--- src/rtl/capture_dump_if.sv ---
// Bus between the capture-dump sequencer, the capture RAM read port and the UART transmitter.
//   dump/start_addr : dump request and oldest-sample address
//   raddr/rdata     : RAM read port (1-clk registered read latency)
//   tx_data/trmt/tx_done : UART byte handshake
//   dumping/dump_done    : dump status
// slave is the sequencer's view; master is the view of whatever surrounds it.
interface capture_dump_if #(
  parameter int unsigned LOG2 = 9
) ();
  logic            dump;
  logic [LOG2-1:0] start_addr;
  logic [LOG2-1:0] raddr;
  logic [7:0]      rdata;
  logic [7:0]      tx_data;
  logic            trmt;
  logic            tx_done;
  logic            dumping;
  logic            dump_done;

  modport master (
    output dump, start_addr, rdata, tx_done,
    input  raddr, tx_data, trmt, dumping, dump_done
  );

  modport slave (
    input  dump, start_addr, rdata, tx_done,
    output raddr, tx_data, trmt, dumping, dump_done
  );
endinterface

--- src/rtl/capture_dump.sv ---
// Read-side sequencer for one channel's circular capture RAM. On a dump request
// it reads all ENTRIES samples oldest first, starting at start_addr and wrapping
// at ENTRIES-1 -> 0, and hands each byte to the UART with a trmt/tx_done handshake.
// Ports:
//   clk   : system clock, all state on posedge
//   rst_n : asynchronous active-low reset
//   bus   : capture_dump_if.slave (dump, start_addr, raddr, rdata, tx_data,
//           trmt, tx_done, dumping, dump_done); all outputs registered
module capture_dump #(
  parameter int unsigned ENTRIES = 384,
  parameter int unsigned LOG2    = 9
) (
  input  logic          clk,
  input  logic          rst_n,
  capture_dump_if.slave bus
);

  localparam int unsigned AW = LOG2;
  localparam int unsigned DW = 8;
  localparam logic [AW-1:0] LAST_ADDR = AW'(ENTRIES - 1);
  // One bit wider so ENTRIES == 2**LOG2 still compares correctly
  localparam logic [AW:0]   DEPTH     = (AW + 1)'(ENTRIES);

  localparam logic [1:0] S_IDLE = 2'd0;
  localparam logic [1:0] S_LAT  = 2'd1;
  localparam logic [1:0] S_LOAD = 2'd2;
  localparam logic [1:0] S_WAIT = 2'd3;

  logic [1:0]    state_q,     state_d;
  logic [AW-1:0] raddr_q,     raddr_d;
  logic [AW-1:0] cnt_q,       cnt_d;
  logic [DW-1:0] tx_data_q,   tx_data_d;
  logic          trmt_q,      trmt_d;
  logic          dumping_q,   dumping_d;
  logic          dump_done_q, dump_done_d;

  // Next-state and next-output logic
  always_comb begin
    state_d     = state_q;
    raddr_d     = raddr_q;
    cnt_d       = cnt_q;
    tx_data_d   = tx_data_q;
    trmt_d      = 1'b0;
    dumping_d   = dumping_q;
    dump_done_d = 1'b0;

    case (state_q)
      S_IDLE: begin
        if (bus.dump) begin
          // Out-of-range start address falls back to the bottom of the RAM
          raddr_d   = ({1'b0, bus.start_addr} >= DEPTH) ? '0 : bus.start_addr;
          cnt_d     = '0;
          dumping_d = 1'b1;
          state_d   = S_LAT;
        end
      end

      // RAM registers raddr on this edge
      S_LAT: state_d = S_LOAD;

      S_LOAD: begin
        tx_data_d = bus.rdata;
        trmt_d    = 1'b1;
        state_d   = S_WAIT;
      end

      S_WAIT: begin
        // A tx_done arriving together with trmt cannot belong to this byte yet
        if (bus.tx_done && !trmt_q) begin
          if (cnt_q == LAST_ADDR) begin
            dump_done_d = 1'b1;
            dumping_d   = 1'b0;
            state_d     = S_IDLE;
          end else begin
            cnt_d   = cnt_q + AW'(1);
            raddr_d = (raddr_q == LAST_ADDR) ? '0 : raddr_q + AW'(1);
            state_d = S_LAT;
          end
        end
      end

      default: state_d = S_IDLE;
    endcase
  end

  // State and output registers
  always_ff @(posedge clk or negedge rst_n) begin
    if (!rst_n) begin
      state_q     <= S_IDLE;
      raddr_q     <= '0;
      cnt_q       <= '0;
      tx_data_q   <= '0;
      trmt_q      <= 1'b0;
      dumping_q   <= 1'b0;
      dump_done_q <= 1'b0;
    end else begin
      state_q     <= state_d;
      raddr_q     <= raddr_d;
      cnt_q       <= cnt_d;
      tx_data_q   <= tx_data_d;
      trmt_q      <= trmt_d;
      dumping_q   <= dumping_d;
      dump_done_q <= dump_done_d;
    end
  end

  assign bus.raddr     = raddr_q;
  assign bus.tx_data   = tx_data_q;
  assign bus.trmt      = trmt_q;
  assign bus.dumping   = dumping_q;
  assign bus.dump_done = dump_done_q;

endmodule

--- src/flat_wrapper.sv ---
// flat-port wrapper written by rule: the top's interface ports become plain ports
module capture_dump_flat 
#(
  parameter int unsigned ENTRIES = 384,
  parameter int unsigned LOG2    = 9
)
  (clk, rst_n, bus_dump, bus_start_addr, bus_rdata, bus_tx_done, bus_raddr, bus_tx_data, bus_trmt, bus_dumping, bus_dump_done);
  capture_dump_if #(.LOG2(LOG2)) bus_i ();
  input  logic clk;
  input  logic rst_n;
  input wire logic [$bits(bus_i.dump)-1:0] bus_dump;
  input wire logic [$bits(bus_i.start_addr)-1:0] bus_start_addr;
  input wire logic [$bits(bus_i.rdata)-1:0] bus_rdata;
  input wire logic [$bits(bus_i.tx_done)-1:0] bus_tx_done;
  output wire logic [$bits(bus_i.raddr)-1:0] bus_raddr;
  output wire logic [$bits(bus_i.tx_data)-1:0] bus_tx_data;
  output wire logic [$bits(bus_i.trmt)-1:0] bus_trmt;
  output wire logic [$bits(bus_i.dumping)-1:0] bus_dumping;
  output wire logic [$bits(bus_i.dump_done)-1:0] bus_dump_done;
  assign bus_i.dump = bus_dump;
  assign bus_i.start_addr = bus_start_addr;
  assign bus_i.rdata = bus_rdata;
  assign bus_i.tx_done = bus_tx_done;
  assign bus_raddr = bus_i.raddr;
  assign bus_tx_data = bus_i.tx_data;
  assign bus_trmt = bus_i.trmt;
  assign bus_dumping = bus_i.dumping;
  assign bus_dump_done = bus_i.dump_done;
  capture_dump #(.ENTRIES(ENTRIES), .LOG2(LOG2)) u_core (.clk(clk), .rst_n(rst_n), .bus(bus_i));
endmodule
--- config.mk ---
export PLATFORM = sky130hd
export DESIGN_NAME = capture_dump_flat
export DESIGN_NICKNAME = d
export VERILOG_FILES = /design/src/rtl/capture_dump_if.sv /design/src/rtl/capture_dump.sv /design/src/flat_wrapper.sv
export SDC_FILE = /design/constraint.sdc
export NUM_CORES = 1
export LEC_CHECK = 0
export CORE_ASPECT_RATIO = 0.6
export CORE_MARGIN = 1
export CORE_UTILIZATION = 35
export DETAILED_ROUTE_END_ITERATION = 7
export PLACE_DENSITY = 0.59
export SYNTH_ARGS = -nofsm -noshare
export SYNTH_HDL_FRONTEND = slang
export SYNTH_SLANG_ARGS = --single-unit
--- constraint.sdc ---
create_clock -name clk -period 4.2 [get_ports clk]
set_input_delay 0.84 -clock clk [delete_from_list [all_inputs] [get_ports clk]]
set_output_delay 0.84 -clock clk [all_outputs]
set_load 0.02 [all_outputs]
==> flow_summary.json <==
{
  "cp_max_fo": 25,
  "crit_chain": "ha_1, nor2_1, a41oi_4, and2_1, o221ai_1",
  "startpoint_type": "flip-flop",
  "critPathSlowestCell": "ha_1",
  "drt-pass1-iter-count": 4,
  "cp-end-kind": "flip-flop",
  "clkLatencyLatePin_ns": 0.28,
  "peakVddDrop_mv": 0.324,
  "crit_cells": 5,
  "vias": 1494,
  "synth_adder_area_share": 0.0371,
  "cts_tree": "yes",
  "coreArea_um2": 4610,
  "hold_end": "u_core.bus.tx_data[5]",
  "slew_headroom": 0.392,
  "hold_class": "reg -> reg",
  "hold_depth": 1,
  "seq_area_frac_synth": 0.460,
  "syn-cell-area_um2": 1690,
  "syn_inst": 170,
  "ioPinCount": 41,
  "wirelength_mm": 4.36,
  "final_common_cell": "clkdlybuf4s50_1",
  "antenna_found_initial": 0,
  "diodes": 0,
  "p_per_area_nw_per_um2": 749,
  "grt_pass1_wl_mm": 7.35,
  "syn_area_per_cell_um2": 9.93,
  "synthSimpleGateAreaFrac": 0.162,
  "clkTransAtPathRegs_ns": 0.06,
  "layout_common_cells": "clkdlybuf4s50_1 (40), dfrtp_1 (31), nand2_1 (16), nand3_1 (14), a21oi_1 (11)",
  "min_period_ns": 2.54,
  "drt_iter0_markers": 131,
  "crit_arrival_ns": 2.69,
  "hp-start": "u_core.bus.tx_data[5]",
  "synth_top_family_by_area": "compound AO/OA/AOI/OAI gates",
  "synthMuxAreaShare": 0.0593,
  "rows": 19,
  "syn2layout_area_growth_pct": 31.9,
  "dp.cells": 267,
  "stdcell_count": 274,
  "synth_seq_cells": 31,
  "setup_tns_ns": 0,
  "nNetsFinal": 237,
  "final_antenna_net_count": 0,
  "finalSetupViolCount": 0,
  "cts_resized": 0,
  "die_height_um": 55.8,
  "total_power_mw": 1.67,
  "clock-sinks": 31,
  "grt-ovfl-total": 0,
  "grt_max_degree": 32,
  "utilization": 0.483,
  "drive_gt1_frac": 0.0948,
  "cts_setup_buffers": 0,
  "grt_pass1_vias": 1459,
  "synthDistinctLibCells": 37,
  "dieArea_um2": 5110,
  "rsz0062_at_grt": "false",
  "max_freq_mhz": 393,
  "h-tree-depth": 2,
  "n_fill_cell": 447,
  "routed_via_density": 5.45,
  "die_w_um": 91.7,
  "synth_compound_area_frac": 0.222,
  "r2r_cells": 5,
  "hold_viol_final": 0,
  "cts_max_path_buffers": 2,
  "rr_startpoint": "u_core.state_q[1]",
  "cts_root_buffer": "clkbuf_8",
  "synth-xor-area-share": 0.0104,
  "path_buf_inv": 0,
  "cpPeakStageDelay_ns": 0.77,
  "port_buffers": 40,
  "drt-wirelength-per-cell_um": 15.9,
  "p_leak_nw": 0.855,
  "ys_warn_count": 0,
  "hold_buffers": 0,
  "drv_slew": 0,
  "skew_ns": 0.00213,
  "worst_slew_pin_slew_ns": 0.912,
  "timing.max_cap.violations": 0,
  "cts_made_buffers": 5,
  "cpLargestDelayFamily": "adder cells",
  "dp.final_hpwl_mm": 3.09,
  "start_util": 0.366,
  "routabilityCongestion": 0.820,
  "status": "completed",
  "worstReg2RegEnd": "u_core.cnt_q[5]",
  "grtUsageTotal": 0.187,
  "min_period_over_period": 0.606,
  "r2r_setup_slack_ns": 1.66,
  "drc": 0,
  "crit_type": "reg -> reg",
  "syn_nets": 196,
  "required_ns": 4.35
}
## sequential cells by signal, summed over array words and instances, names as in the netlist
signal,flops
u_core.bus.dump_done,1
u_core.bus.dumping,1
u_core.bus.raddr,9
u_core.bus.trmt,1
u_core.bus.tx_data,8
u_core.cnt_q,9
u_core.state_q,2
## where the power goes
part	switching [mW]	total [mW]	internal, mW	leakage (nW)
registers	0.127	0.546	0.419	0.388
logic	0.499	0.881	0.382	0.420
clock network	0.110	0.239	0.128	0.0470
total	0.736	1.67	0.930	0.855
## worst max path at each step
stage,endpoint,startpoint,slack (ns)
2_1_floorplan,u_core.cnt_q[1],bus_tx_done,2.49
3_3_place_gp,u_core.cnt_q[5],bus_dump,1.72
3_5_place_dp,u_core.cnt_q[5],bus_dump,1.66
4_1_cts,u_core.cnt_q[5],u_core.state_q[1],1.67
5_1_grt,u_core.bus.raddr[8],u_core.state_q[1],1.41
6_report,u_core.cnt_q[5],u_core.state_q[1],1.66
## layout make-up
| type | count | area [µm²] | area share |
|---|---|---|---|
| Timing Repair Buffer | 42 | 415 | 0.187 |
| Clock buffer | 6 | 82.6 | 0.0371 |
| Multi-Input combinational cell | 120 | 827 | 0.372 |
| Sequential cell | 31 | 776 | 0.349 |
| Tap cell | 63 | 78.8 | 0.0354 |
| Clock inverter | 1 | 5.00 | 0.00225 |
| Inverter | 11 | 41.3 | 0.0185 |
## synthesized netlist by cell type
library cell	instances	area, µm²
a41oi_4	1	27.5
o41ai_2	1	16.3
o31ai_1	2	15.0
xnor2_1	1	8.76
a22o_1	3	26.3
nand2_1	16	60.1
o21ai_0	6	30.0
clkinv_1	1	3.75
nor2_1	6	22.5
xor2_1	1	8.76
nor3_1	5	25.0
o221ai_1	2	17.5
buf_2	5	25.0
and2_1	2	12.5
nor4_1	3	18.8
o2bb2ai_1	8	70.1
clkbuf_1	2	7.51
nand2b_1	1	6.26
nor3b_1	2	15.0
a21oi_1	11	55.1
nor2b_1	1	6.26
a22oi_1	2	15.0
nand4_1	4	25.0
nand3_1	14	70.1
mux2_2	8	90.1
buf_6	1	11.3
o211ai_1	6	45.0
inv_1	10	37.5
and4_4	1	11.3
a2bb2oi_1	1	8.76
dfrtp_1	31	776
a41oi_1	1	8.76
a31oi_1	2	12.5
a2111oi_0	1	8.76
mux2i_1	1	10.0
ha_1	5	62.6
a311oi_1	2	17.5
## layer usage
layer	vias to the layer above	wire (µm)	share of wire	global-route usage
li1	717	-	-	-
met1	742	2380	0.55	0.295
met2	31	1770	0.41	0.243
met3	4	160	0.037	0.0410
met4	0	47	0.011	0.0703
met5	-	0	0	0
## through the flow
step	hold slack [ns]	cell area [µm²]	worst slack [ns]
floorplan	0.479	1690	2.49
global placement	0.490	2140	1.72
detailed placement	0.496	2140	1.66
CTS	0.510	2230	1.67
global route	0.533	2230	1.41
finish	0.505	2230	1.66
## cell families after synthesis
| family | Yosys count |
|---|---|
| adder cells (fa/ha/maj) | 5 |
| XOR/XNOR | 2 |
| buffers and inverters | 19 |
| AND/OR/NAND/NOR | 55 |
| multiplexers | 9 |
| AO/OA/AOI/OAI | 49 |
| flip-flops | 31 |
Power figures use the tool's default switching activity.
